### config.mk
export PLATFORM = sky130hd
export DESIGN_NAME = card_dealer
export DESIGN_NICKNAME = d
export VERILOG_FILES = /design/src/rtl/card_dealer.sv
export SDC_FILE = /design/constraint.sdc
export NUM_CORES = 1
export LEC_CHECK = 0
export BUFFER_PORTS_ARGS = -buffer_cell sky130_fd_sc_hd__buf_2
export CORE_MARGIN = 3
export CORE_UTILIZATION = 55
export CTS_CLUSTER_SIZE = 8
export DETAILED_ROUTE_END_ITERATION = 8
export HOLD_SLACK_MARGIN = 0.03
export PLACE_DENSITY = 0.72
export SYNTH_ARGS = -nofsm -noshare
export SYNTH_HDL_FRONTEND = slang
export SYNTH_SLANG_ARGS = --single-unit
### constraint.sdc
create_clock -name clk -period 13.6 [get_ports clk]
set_input_delay 1.36 -clock clk [delete_from_list [all_inputs] [get_ports clk]]
set_output_delay 1.36 -clock clk [all_outputs]
set_load 0.02 [all_outputs]
### src/rtl/card_dealer.sv
// card_dealer: deals pseudo-random ranks 1..13 from a finite shoe of NUM_DECKS decks.
// A free-running rank counter picks the starting rank; exhausted ranks are skipped upward.
module card_dealer #(
  parameter int unsigned NUM_DECKS = 1
) (
  input  logic       clk,
  input  logic       reset,
  input  logic       deal_req,
  input  logic       reshuffle,
  output logic [3:0] card_out,
  output logic       card_valid,
  output logic [8:0] cards_left,
  output logic       shoe_empty
);

  localparam logic [8:0] FullShoe = 9'(52 * NUM_DECKS);
  localparam logic [5:0] PerRank  = 6'(4 * NUM_DECKS);

  typedef enum logic [0:0] {StIdle, StSearch} state_e;

  state_e     state_q, state_d;
  logic [3:0] rank_ctr_q;
  logic [3:0] cand_q;
  logic [5:0] cnt_q [13];
  logic [8:0] cards_left_q;
  logic [3:0] card_out_q;
  logic       card_valid_q;

  logic       do_reshuffle, do_start, do_take, do_skip;
  logic [3:0] cand_idx;
  logic       cand_hit;

  // cand is always 1..13, so the 0-based slot index stays inside the table
  assign cand_idx   = cand_q - 4'd1;
  assign cand_hit   = (cnt_q[cand_idx] != '0);
  assign shoe_empty = (cards_left_q == '0);
  assign cards_left = cards_left_q;
  assign card_out   = card_out_q;
  assign card_valid = card_valid_q;

  // State register
  always_ff @(posedge clk) begin
    if (reset) state_q <= StIdle;
    else       state_q <= state_d;
  end

  // Next-state: reshuffle wins over a deal request; an empty shoe ignores requests
  always_comb begin
    state_d = state_q;
    unique case (state_q)
      StIdle:   if (!reshuffle && deal_req && !shoe_empty) state_d = StSearch;
      StSearch: if (cand_hit) state_d = StIdle;
      default:  state_d = StIdle;
    endcase
  end

  // Control decode per state
  always_comb begin
    do_reshuffle = 1'b0;
    do_start     = 1'b0;
    do_take      = 1'b0;
    do_skip      = 1'b0;
    unique case (state_q)
      StIdle: begin
        do_reshuffle = reshuffle;
        do_start     = !reshuffle && deal_req && !shoe_empty;
      end
      StSearch: begin
        do_take = cand_hit;
        do_skip = !cand_hit;
      end
      default: ;
    endcase
  end

  // Rank counter runs in every state; candidate walks upward past exhausted ranks
  always_ff @(posedge clk) begin
    if (reset) begin
      rank_ctr_q <= 4'd1;
      cand_q     <= 4'd1;
    end else begin
      rank_ctr_q <= (rank_ctr_q == 4'd13) ? 4'd1 : rank_ctr_q + 4'd1;
      if (do_start)     cand_q <= rank_ctr_q;
      else if (do_skip) cand_q <= (cand_q == 4'd13) ? 4'd1 : cand_q + 4'd1;
    end
  end

  // Per-rank counts and total remaining
  always_ff @(posedge clk) begin
    if (reset || do_reshuffle) begin
      for (int r = 0; r < 13; r++) cnt_q[r] <= PerRank;
      cards_left_q <= FullShoe;
    end else if (do_take) begin
      cnt_q[cand_idx] <= cnt_q[cand_idx] - 6'd1;
      cards_left_q    <= cards_left_q - 9'd1;
    end
  end

  // Dealt card and its one-cycle valid strobe
  always_ff @(posedge clk) begin
    if (reset) begin
      card_out_q   <= '0;
      card_valid_q <= 1'b0;
    end else begin
      card_valid_q <= do_take;
      if (do_take) card_out_q <= cand_q;
    end
  end

endmodule

-- Yosys cells after proc, flatten, opt, wreduce, memory -nomap -nowiden
Memory sizes are Yosys's and may differ from the RTL's.
Cells that the tools add are included.
- bits in read-only memories: 0
- memory bits (writable): 78
- latch bits: 0
- logic and storage cells: 44
- flip-flop bits (word level): 23
- input port bits: 4
- output and inout port bits: 15
- memories kept: 1
- memory list (memory ; depth ; bits a word ; read ports ; clocked after Yosys merged registers in ; write ports ; line ; source):
    cnt_q ; 13 ; 6 ; 1 ; 0 ; 13 ; 24 ; logic [5:0] cnt_q [13];
- bitwise logic cells: 1
- divide/modulo/power cells: 0
- reductions and logical operators: 11
- $mul: 0
- mux-type cells: 18
- shift-type cells: 0
- magnitude comparators: 0
- add/sub/neg operators: 5
- equality and inequality tests: 2
- operator list (kind ; number):
    4-bit two-way mux ; 4
    1-bit two-way mux ; 12
    9-bit zero test ; 1
    9-bit by 1-bit subtractor with 9-bit output, second input constant ; 1
    4-bit by 1-bit adder with 4-bit output, second input constant ; 2
    4-bit == test, second input constant ; 2
    6-bit two-way mux ; 1
    6-bit nonzero test ; 1
    6-bit OR reduction ; 1
    6-bit by 1-bit subtractor with 6-bit output, second input constant ; 1
    4-bit by 1-bit subtractor with 4-bit output, second input constant ; 1
    1-bit zero test ; 3
    1-bit logical AND ; 2
    1-bit one-hot mux with 2 select lines ; 1
    2-bit nonzero test ; 1
    2-bit OR reduction ; 1
    1-bit logical OR ; 1
    1-bit inverter ; 1

-- Longest topological paths before layout
Gate-level depths: netlist of the first run.
An unclocked memory read counts as a cell.
- depth after elaboration: 9
- depth in mapped cells: 18
- depth with buffers taken out: 11

-- Worst setup path after synthesis of the first run
Ideal clock, no wire load.
- kind: register to register
- start point: register cand_q[0]
- end point: memory cnt_q[10][0], enable pin
- period minus slack after synthesis: 4.467 ns
- cell stages (with the launch flop): 18
- slack: 9.133 ns
- library setup time: 0.303 ns
- data required time: 13.297 ns
- arrival: 4.164 ns
- buffers on the path: 6
- path through: dfxtp_1 -> buf_6 -> buf_6 -> buf_2 -> inv_1 -> ha_1 -> clkbuf_1 -> clkbuf_1 -> mux4_2 -> mux4_2 -> inv_1 -> ha_1 -> nor3b_1 -> o2bb2a_2 -> o41a_1 -> buf_2 -> nand3_1 -> nand2_1
- RTL lines (element ; line ; source):
    start, declared ; 23 ; logic [3:0] cand_q;
    start signal, assigned ; 83 ; if (do_start) cand_q <= rank_ctr_q;
    start signal, assigned ; 84 ; else if (do_skip) cand_q <= (cand_q == 4'd13) ? 4'd1 : cand_q + 4'd1;
    end, declared ; 24 ;

==> report_table.html, run 1 <==
<table>
<tr><th>Metric</th><th>Value</th></tr>
<tr><th colspan="2">Outcome</th></tr>
<tr><td>Run status</td><td>complete, no violations</td></tr>
<tr><th colspan="2">Global routing</th></tr>
<tr><td>Pin count of the biggest net entering global routing</td><td>37</td></tr>
<tr><td>Antenna violations before repair</td><td>0</td></tr>
<tr><td>Wire length of the first global-routing pass</td><td>21900 um</td></tr>
<tr><td>Met3 GRT Util</td><td>0.0610</td></tr>
<tr><td>Met2 track demand over resource</td><td>0.399</td></tr>
<tr><td>Remaining global-route overflow</td><td>0</td></tr>
<tr><td>Vias in the first global route</td><td>3877</td></tr>
<tr><td>GR Util All Layers</td><td>0.256</td></tr>
<tr><td>Met1 Usage GRT</td><td>0.351</td></tr>
<tr><td>Most utilized layer in the global route result</td><td>met2</td></tr>
<tr><th colspan="2">Floorplan</th></tr>
<tr><td>I/O pin total</td><td>19</td></tr>
<tr><td>Horizontal die dimension</td><td>109 um</td></tr>
<tr><td>Std-Cell Core Area</td><td>10000 sq um</td></tr>
<tr><td>Starting utilization of the core area</td><td>0.580</td></tr>
<tr><td>Overall die height</td><td>109 um</td></tr>
<tr><td>Die footprint</td><td>11800 sq um</td></tr>
<tr><td>Std cell rows</td><td>36</td></tr>
<tr><th colspan="2">Logic synthesis</th></tr>
<tr><td>XOR/XNOR Fraction of Synth Area</td><td>0.00734</td></tr>
<tr><td>Cell taking the most area after synthesis</td><td>sky130_fd_sc_hd__edfxtp_1</td></tr>
<tr><td>Cell types with the largest area share after synthesis</td><td>sky130_fd_sc_hd__edfxtp_1 (50%), sky130_fd_sc_hd__dfxtp_1 (7.9%), sky130_fd_sc_hd__mux4_2 (6.6%)</td></tr>
<tr><td>Number of flops mapped to enable cells by yosys</td><td>96</td></tr>
<tr><td>Most frequent cells after synthesis</td><td>sky130_fd_sc_hd__edfxtp_1 (96), sky130_fd_sc_hd__nor2_1 (65), sky130_fd_sc_hd__nand2_1 (49)</td></tr>
<tr><td>Top-count cell post-synth</td><td>sky130_fd_sc_hd__edfxtp_1</td></tr>
<tr><td>Fraction of the mapped netlist area in simple logic gates</td><td>0.152</td></tr>
<tr><td>Share of the synthesized area in compound gates (AO/OA/AOI/OAI)</td><td>0.0667</td></tr>
<tr><td>Count of unique library cells instantiated by Yosys</td><td>51</td></tr>
<tr><td>Summed instance area of the synthesized netlist</td><td>5800 sq um</td></tr>
<tr><td>Share of synthesized area spent on multiplexers</td><td>0.129</td></tr>
<tr><td>Portion of the post-synthesis area used by sequential elements</td><td>0.576</td></tr>
<tr><td>Synthesized net count</td><td>483</td></tr>
<tr><td>Register bit count reported by yosys</td><td>119</td></tr>
<tr><td>Async set-or-reset flop fraction in the synthesized netlist</td><td>0</td></tr>
<tr><td>Synthesized area divided by synthesized cell count</td><td>12.4 sq um</td></tr>
<tr><td>Top flip-flop cell by instance count after synthesis</td><td>sky130_fd_sc_hd__edfxtp_1</td></tr>
<tr><td>Synthesized instance count</td><td>466</td></tr>
<tr><td>Syn. warnings</td><td>0</td></tr>
<tr><td>Dominant combinational cell family by area after synthesis</td><td>simple AND/OR/NAND/NOR gates</td></tr>
<tr><td>Area share of fa/ha/maj cells after synthesis</td><td>0.0280</td></tr>
<tr><td>Portion of synthesized cell area occupied by the leading cell type</td><td>0.497</td></tr>
<tr><th colspan="2">Power</th></tr>
<tr><td>Switching power of the nets</td><td>226 uW</td></tr>
<tr><td>Power per cell area</td><td>143 nW/um^2</td></tr>
<tr><td>Standby leakage power</td><td>0.00239 uW</td></tr>
<tr><td>Max IR drop VDD</td><td>0.0000889 V</td></tr>
<tr><td>Part of the total power dissipated in sequential elements</td><td>0.444</td></tr>
<tr><td>Clk pwr share</td><td>0.477</td></tr>
<tr><td>Proportion of power drawn by combinational gates</td><td>0.080</td></tr>
<tr><td>Switching portion of total power</td><td>0.241</td></tr>
<tr><td>Internal power</td><td>713 uW</td></tr>
<tr><th colspan="2">Layout</th></tr>
<tr><td>Growth of design area from synthesis to finish</td><td>13.0%</td></tr>
<tr><td>Diodes inserted</td><td>0</td></tr>
<tr><td>Nets@finish</td><td>495</td></tr>
<tr><td>Final std cells w/o fill</td><td>624</td></tr>
<tr><td>Ratio of cells with drive above 1 in the final layout</td><td>0.196</td></tr>
<tr><th colspan="2">STA</th></tr>
<tr><td>Final Max Slew Viols</td><td>0</td></tr>
<tr><td>Min Clock Period, post-route</td><td>5560 ps</td></tr>
<tr><td>Share of the clock period used by the worst path after layout</td><td>0.409</td></tr>
<tr><td>Max Clock Skew</td><td>5.83 ps</td></tr>
<tr><td>Achievable frequency</td><td>0.180 GHz</td></tr>
<tr><td>Final Setup Violations</td><td>0</td></tr>
<tr><td>Worst Setup Slack, final</td><td>8040 ps</td></tr>
<tr><td>Final number of hold-violating endpoints</td><td>0</td></tr>
<tr><td>RSZ-0062 raised after global routing</td><td>no</td></tr>
<tr><td>Worst-margin pin slew</td><td>1210 ps</td></tr>
<tr><td>Sum of negative setup slack</td><td>0 ps</td></tr>
<tr><td>Final hold slack</td><td>457 ps</td></tr>
<tr><td>Tightest slew margin relative to the limit</td><td>0.189</td></tr>
<tr><th colspan="2">Worst setup path</th></tr>
<tr><td>Largest fanout on the critical path</td><td>36</td></tr>
<tr><td>Delay contributed by the slowest stage of the critical path</td><td>1040 ps</td></tr>
<tr><td>Register-to-register setup slack</td><td>8040 ps</td></tr>
<tr><td>Type of the worst setup path</td><td>reg2reg</td></tr>
<tr><td>Crit path launch type</td><td>flop</td></tr>
<tr><td>Library cell contributing the largest single delay on the critical path</td><td>sky130_fd_sc_hd__ha_1</td></tr>
<tr><td>FF-to-FF Start</td><td>cand_q[0]</td></tr>
<tr><td>CP Cell Sequence</td><td>inv_1 -&gt; ha_1 -&gt; mux4_2 -&gt; mux4_2 -&gt; inv_1 -&gt; ha_1 -&gt; nor3b_1 -&gt; o2bb2a_2 -&gt; o41a_1 -&gt; buf_4 -&gt; nand3_1 -&gt; nand2_1</td></tr>
<tr><td>Element type at the critical path end</td><td>flop</td></tr>
<tr><td>R2r endpoint</td><td>cnt_q[5][1]</td></tr>
<tr><td>Crit path required time</td><td>13800 ps</td></tr>
<tr><td>Data arrival time of the critical path</td><td>5760 ps</td></tr>
<tr><td>Worst reg-to-reg path cell count</td><td>12</td></tr>
<tr><th colspan="2">Drt</th></tr>
<tr><td>Detailed-routing iteration count for the pre-antenna-repair pass</td><td>5</td></tr>
<tr><td>Count of routing violations after the opening detailed-route iteration</td><td>456</td></tr>
<tr><td>DRC viols</td><td>0</td></tr>
<tr><td>Average wire per standard cell</td><td>22.3 um</td></tr>
<tr><td>Vias per std cell</td><td>6.38</td></tr>
<tr><td>Antenna Violating Nets Remaining</td><td>0</td></tr>
<tr><td>Final WL</td><td>13900 um</td></tr>
<tr><td>Vias after detailed routing</td><td>3979</td></tr>
<tr><th colspan="2">Hold path</th></tr>
<tr><td>Hold Path End</td><td>card_out[0]</td></tr>
<tr><td>Number of cells on the worst hold path</td><td>2</td></tr>
<tr><td>Start point of the worst min-delay path</td><td>card_out[0]</td></tr>
<tr><td>Type of the worst min-delay path</td><td>reg2reg</td></tr>
<tr><th colspan="2">Placement</th></tr>
<tr><td>Number of I/O port buffers</td><td>18</td></tr>
<tr><td>Cell count after placement</td><td>592</td></tr>
<tr><td>HPWL after DPL</td><td>8980 um</td></tr>
<tr><td>Setup WS pre-CTS</td><td>8170 ps</td></tr>
<tr><td>Placer Congestion</td><td>0.807</td></tr>
<tr><th colspan="2">Clock tree</th></tr>
<tr><td>Number of sinks handled by clock tree synthesis</td><td>119</td></tr>
<tr><td>TritonCTS clock tree</td><td>done</td></tr>
<tr><td>H-tree depth reported by CTS</td><td>4</td></tr>
<tr><td>TritonCTS Buffers</td><td>17</td></tr>
<tr><td>Clock tree buffer depth</td><td>2</td></tr>
<tr><td>Cts-stage hold buffer count</td><td>0</td></tr>
<tr><td>Post-cts resize count</td><td>0</td></tr>
<tr><td>Post-CTS setup-driven buffer insertion count</td><td>0</td></tr>
<tr><td>Worst-path clk slew</td><td>60 ps</td></tr>
<tr><td>Root Driver</td><td>sky130_fd_sc_hd__clkbuf_8</td></tr>
<tr><td>Later-pin clock latency in the skew report</td><td>520 ps</td></tr>
<tr><th colspan="2">Job</th></tr>
<tr><td># Max-Cap Violations</td><td>0</td></tr>
</table>
[stage by stage]
step / area [sq um] / total power [uW] / util
after detailed placement: 5960 / 497 / 0.596
after global routing: 6550 / 968 / 0.655
after floorplan: 5800 / 474 / -
after global placement: 5960 / 494 / 0.596
final: 6550 / 939 / 0.655
after CTS: 6550 / 941 / 0.655
[routing by layer]
metal,part of all wire,wire length (um),vias up
li1,-,-,1770
met1,0.39,5500,1958
met2,0.49,6840,214
met3,0.084,1180,37
met4,0.031,427,0
met5,0,0,-
[registers in the layout, indices dropped and copies added, names as in the netlist]
name and count:
rank_ctr_q 4, cards_left 9, cand_q 4, card_out 4
cnt_q 96, card_valid 1, state_q 1
[power groups by stage]
| stage | registers [uW] | clock network [uW] | logic (uW) |
|---|---|---|---|
| detailed placement | 424 | 0 | 73.3 |
| global placement | 423 | 0 | 71.4 |
| global route | 418 | 470 | 80.8 |
| floorplan | 419 | 0 | 55.1 |
| finish | 417 | 448 | 75.0 |
| CTS | 417 | 451 | 74.0 |
[layout by cell type (no fill, tap or decap), types with 4 or more instances in the layout]
master	instances
sky130_fd_sc_hd__o21ai_0	7
sky130_fd_sc_hd__clkbuf_16	16
sky130_fd_sc_hd__nand3_1	28
sky130_fd_sc_hd__nor3_1	6
sky130_fd_sc_hd__mux4_1	9
sky130_fd_sc_hd__nand3b_1	4
sky130_fd_sc_hd__a21oi_2	9
sky130_fd_sc_hd__clkinv_4	4
sky130_fd_sc_hd__ha_1	13
sky130_fd_sc_hd__a21oi_1	22
sky130_fd_sc_hd__nor2_1	65
sky130_fd_sc_hd__or4_1	5
sky130_fd_sc_hd__inv_1	17
sky130_fd_sc_hd__mux2i_1	12
sky130_fd_sc_hd__buf_2	18
sky130_fd_sc_hd__buf_4	7
sky130_fd_sc_hd__edfxtp_1	96
sky130_fd_sc_hd__dfxtp_1	22
sky130_fd_sc_hd__mux4_2	17
sky130_fd_sc_hd__nor4_1	4
sky130_fd_sc_hd__or3_1	4
sky130_fd_sc_hd__and3_1	6
sky130_fd_sc_hd__nand2_1	49
[worst max-delay path: cells and delay by family, from the launching register on]
family / cells / cell delay (ps)
AOI/OAI and AO/OA: 2 / 620
buffers and inverters: 3 / 660
adders and majority gates: 2 / 1230
muxes: 2 / 950
DFF: 1 / 1030
and+or+nand+nor: 3 / 720
[cell families after synthesis]
| family | after synthesis |
|---|---|
| DFF | 119 |
| buffers and inverters | 49 |
| AOI/OAI and AO/OA | 57 |
| adders and majority gates | 13 |
| muxes | 39 |
| and+or+nand+nor | 185 |
| xor gates and xnor gates | 4 |
[worst max-delay path by stage]
stage                         start           end  cells after the start
after global placement    cand_q[0]  cnt_q[11][0]                     12
after floorplan           cand_q[0]  cnt_q[10][0]                     17
final                     cand_q[0]   cnt_q[5][1]                     12
after global routing      cand_q[0]   cnt_q[5][1]                     12
after CTS                 cand_q[0]   cnt_q[5][1]                     12
after detailed placement  cand_q[0]   cnt_q[5][1]                     12
[cell type report]
cell class                 instances  area (sq um)
clock inverter                    14           175
tap                              133           166
multi-input combinational        298          2240
inverter                          17          63.8
clock buffer                      18           418
fill                             739          3450
sequential                       119          3340
timing repair buffer              25           143
Power figures use the tool's default switching activity.
==> run 2, diff against run 1 <==
--- a/config.mk
+++ b/config.mk
@@ -11,7 +11,7 @@
 export CTS_CLUSTER_SIZE = 8
 export DETAILED_ROUTE_END_ITERATION = 8
 export HOLD_SLACK_MARGIN = 0.03
-export PLACE_DENSITY = 0.72
+export PLACE_DENSITY = 0.75
 export SYNTH_ARGS = -nofsm -noshare
 export SYNTH_HDL_FRONTEND = slang
 export SYNTH_SLANG_ARGS = --single-unit
==> constraint.sdc (replaced) <==
create_clock -name clk -period 4.7 [get_ports clk]
set_input_delay 0.47 -clock clk [delete_from_list [all_inputs] [get_ports clk]]
set_output_delay 0.47 -clock clk [all_outputs]
set_load 0.02 [all_outputs]
==> report_table.html, run 2 (synthesized netlist as in run 1, its figures left out) <==
<table>
<tr><th>Metric</th><th>Value</th></tr>
<tr><th colspan="2">Floorplan</th></tr>
<tr><td>I/O pin total</td><td>19</td></tr>
<tr><td>Std cell rows</td><td>36</td></tr>
<tr><td>Overall die height</td><td>109 um</td></tr>
<tr><td>Horizontal die dimension</td><td>109 um</td></tr>
<tr><td>Starting utilization of the core area</td><td>0.580</td></tr>
<tr><td>Die footprint</td><td>11800 sq um</td></tr>
<tr><td>Std-Cell Core Area</td><td>10000 sq um</td></tr>
<tr><th colspan="2">Job</th></tr>
<tr><td># Max-Cap Violations</td><td>0</td></tr>
<tr><th colspan="2">STA</th></tr>
<tr><td>Worst-margin pin slew</td><td>1140 ps</td></tr>
<tr><td>Final Setup Violations</td><td>0</td></tr>
<tr><td>Final number of hold-violating endpoints</td><td>0</td></tr>
<tr><td>Max Clock Skew</td><td>12.9 ps</td></tr>
<tr><td>Share of the clock period used by the worst path after layout</td><td>0.933</td></tr>
<tr><td>RSZ-0062 raised after global routing</td><td>no</td></tr>
<tr><td>Min Clock Period, post-route</td><td>4390 ps</td></tr>
<tr><td>Achievable frequency</td><td>0.228 GHz</td></tr>
<tr><td>Tightest slew margin relative to the limit</td><td>0.237</td></tr>
<tr><td>Final Max Slew Viols</td><td>0</td></tr>
<tr><td>Sum of negative setup slack</td><td>0 ps</td></tr>
<tr><th colspan="2">Worst setup path</th></tr>
<tr><td>Worst reg-to-reg path cell count</td><td>12</td></tr>
<tr><td>Register-to-register setup slack</td><td>310 ps</td></tr>
<tr><td>Type of the worst setup path</td><td>reg2reg</td></tr>
<tr><td>FF-to-FF Start</td><td>cand_q[1]</td></tr>
<tr><td>Largest fanout on the critical path</td><td>24</td></tr>
<tr><td>Crit path launch type</td><td>flop</td></tr>
<tr><td>R2r endpoint</td><td>cnt_q[11][0]</td></tr>
<tr><td>Data arrival time of the critical path</td><td>4630 ps</td></tr>
<tr><td>Crit path required time</td><td>4940 ps</td></tr>
<tr><td>Element type at the critical path end</td><td>flop</td></tr>
<tr><th colspan="2">Layout</th></tr>
<tr><td>Largest register FFs</td><td>96</td></tr>
<tr><td>Growth of design area from synthesis to finish</td><td>13.8%</td></tr>
<tr><td>Nets@finish</td><td>502</td></tr>
<tr><td>Register containing the most flip-flops in the final layout</td><td>cnt_q</td></tr>
<tr><td>Most common library cell in the layout ignoring fill and taps</td><td>sky130_fd_sc_hd__edfxtp_1</td></tr>
<tr><td>Diodes inserted</td><td>0</td></tr>
<tr><td>Final core utilization</td><td>0.660</td></tr>
<tr><td>Ratio of cells with drive above 1 in the final layout</td><td>0.191</td></tr>
<tr><td>Most frequent cells in the layout</td><td>sky130_fd_sc_hd__edfxtp_1 (96), sky130_fd_sc_hd__nor2_1 (65), sky130_fd_sc_hd__nand2_1 (49)</td></tr>
<tr><th colspan="2">Clock tree</th></tr>
<tr><td>TritonCTS clock tree</td><td>done</td></tr>
<tr><td>TritonCTS Buffers</td><td>17</td></tr>
<tr><td>Root Driver</td><td>sky130_fd_sc_hd__clkbuf_8</td></tr>
<tr><td>Clock tree buffer depth</td><td>2</td></tr>
<tr><td>Later-pin clock latency in the skew report</td><td>520 ps</td></tr>
<tr><td>Worst-path clk slew</td><td>60 ps</td></tr>
<tr><td>H-tree depth reported by CTS</td><td>4</td></tr>
<tr><td>Number of sinks handled by clock tree synthesis</td><td>119</td></tr>
<tr><td>Cts-stage hold buffer count</td><td>0</td></tr>
<tr><th colspan="2">Power</th></tr>
<tr><td>Switching portion of total power</td><td>0.223</td></tr>
<tr><td>Internal power</td><td>2100 uW</td></tr>
<tr><td>Max IR drop VDD</td><td>0.000255 V</td></tr>
<tr><td>Standby leakage power</td><td>0.00243 uW</td></tr>
<tr><td>Proportion of power drawn by combinational gates</td><td>0.085</td></tr>
<tr><td>Switching power of the nets</td><td>603 uW</td></tr>
<tr><td>Power per cell area</td><td>410 nW/um^2</td></tr>
<tr><td>Total design power</td><td>2710 uW</td></tr>
<tr><td>Clk pwr share</td><td>0.472</td></tr>
<tr><td>Part of the total power dissipated in sequential elements</td><td>0.443</td></tr>
<tr><th colspan="2">Outcome</th></tr>
<tr><td>Run status</td><td>complete, no violations</td></tr>
<tr><th colspan="2">Global routing</th></tr>
<tr><td>Remaining global-route overflow</td><td>0</td></tr>
<tr><td>Pin count of the biggest net entering global routing</td><td>36</td></tr>
<tr><td>Vias in the first global route</td><td>3805</td></tr>
<tr><td>GR Util All Layers</td><td>0.250</td></tr>
<tr><td>Antenna violations before repair</td><td>0</td></tr>
<tr><td>Wire length of the first global-routing pass</td><td>21300 um</td></tr>
<tr><th colspan="2">Hold path</th></tr>
<tr><td>Start point of the worst min-delay path</td><td>reset</td></tr>
<tr><td>Number of cells on the worst hold path</td><td>2</td></tr>
<tr><td>Type of the worst min-delay path</td><td>in2reg</td></tr>
<tr><td>Hold Path End</td><td>state_q</td></tr>
<tr><th colspan="2">Drt</th></tr>
<tr><td>Vias after detailed routing</td><td>3896</td></tr>
<tr><td>Final WL</td><td>13300 um</td></tr>
<tr><td>Vias per std cell</td><td>6.18</td></tr>
<tr><td>Count of routing violations after the opening detailed-route iteration</td><td>257</td></tr>
<tr><td>DRC viols</td><td>0</td></tr>
<tr><td>Detailed-routing iteration count for the pre-antenna-repair pass</td><td>7</td></tr>
<tr><td>Average wire per standard cell</td><td>21.1 um</td></tr>
<tr><td>Antenna Violating Nets Remaining</td><td>0</td></tr>
<tr><th colspan="2">Placement</th></tr>
<tr><td>Number of I/O port buffers</td><td>18</td></tr>
<tr><td>HPWL after DPL</td><td>8820 um</td></tr>
<tr><td>Placer Congestion</td><td>0.878</td></tr>
</table>
==> run 2: changes by cell type in the layout (fill, tap and decap cells not counted) <==
cell and change:
sky130_fd_sc_hd__xnor2_2 -2, sky130_fd_sc_hd__o41a_2 +1, sky130_fd_sc_hd__clkinvlp_4 -2, sky130_fd_sc_hd__bufinv_16 +1, sky130_fd_sc_hd__o41a_1 -1, sky130_fd_sc_hd__clkinv_4 -4, sky130_fd_sc_hd__xnor2_1 +2, sky130_fd_sc_hd__clkinv_2 +1
sky130_fd_sc_hd__o21ai_1 +1, sky130_fd_sc_hd__o21ai_2 -1, sky130_fd_sc_hd__buf_4 +5, sky130_fd_sc_hd__buf_12 +2, sky130_fd_sc_hd__inv_6 -2, sky130_fd_sc_hd__clkinv_1 +5
==> run 2: worst max-delay path by stage <==
stage	from	endpoint	slack, ps
2_1_floorplan	cand_q[0]	cnt_q[10][0]	230
6_report	cand_q[1]	cnt_q[11][0]	310
3_5_place_dp	cand_q[1]	cnt_q[11][0]	260
5_1_grt	cand_q[1]	cnt_q[11][0]	90
4_1_cts	cand_q[1]	cnt_q[11][0]	240
3_3_place_gp	cand_q[1]	cnt_q[5][0]	450
==> run 2: power by group through the flow <==
stage	Clock [uW]	Sequential (uW)	Combinational (uW)
2_1_floorplan	0	1210	160
3_3_place_gp	0	1220	220
3_5_place_dp	0	1220	226
4_1_cts	1280	1200	228
5_1_grt	1340	1200	249
6_report	1280	1200	229
==> run 2: what timing repair did <==
item	CTS	global route
buffers inserted	0	0
resized for setup	0	1
endpoints found under the setup margin	0	31
==> run 2: metal layers <==
metal | track usage | vias to the layer above | wire [um]
li1 | - | 1776 | -
met1 | 0.336 | 1938 | 5490
met2 | 0.397 | 153 | 6690
met3 | 0.0527 | 29 | 739
met4 | 0.106 | 0 | 343
met5 | 0 | - | 0
==> run 2: layout make-up <==
cell class / instances / area [sq um]
repair buffers: 32 / 220
inverters: 17 / 63.8
fillers: 730 / 3400
multi-input cells: 298 / 2220
clock buffers: 18 / 418
flip-flops and latches: 119 / 3340
clock inverters: 13 / 161
well taps: 133 / 166
==> run 2: worst max-delay path, stage by stage (launching register included) <==
cell	delay, ps
sky130_fd_sc_hd__dfxtp_1	530
sky130_fd_sc_hd__inv_1	190
sky130_fd_sc_hd__ha_1	360
sky130_fd_sc_hd__buf_12	190
sky130_fd_sc_hd__mux4_2	330
sky130_fd_sc_hd__mux4_2	510
sky130_fd_sc_hd__inv_1	180
sky130_fd_sc_hd__ha_1	190
sky130_fd_sc_hd__nor3b_1	180
sky130_fd_sc_hd__o2bb2a_2	270
sky130_fd_sc_hd__o41a_2	590
sky130_fd_sc_hd__nand2_1	470
sky130_fd_sc_hd__nor2_1	110
==> run 2: through the flow <==
step           worst slack, ps  hold slack (ps)  std cells  instance area, sq um
6_report                   313              391        630                  6600
2_1_floorplan              233              410        466                  5800
3_3_place_gp               445              439        599                  6020
5_1_grt                   86.9              417        630                  6600
4_1_cts                    243              370        630                  6600
3_5_place_dp               259              443        599                  6020
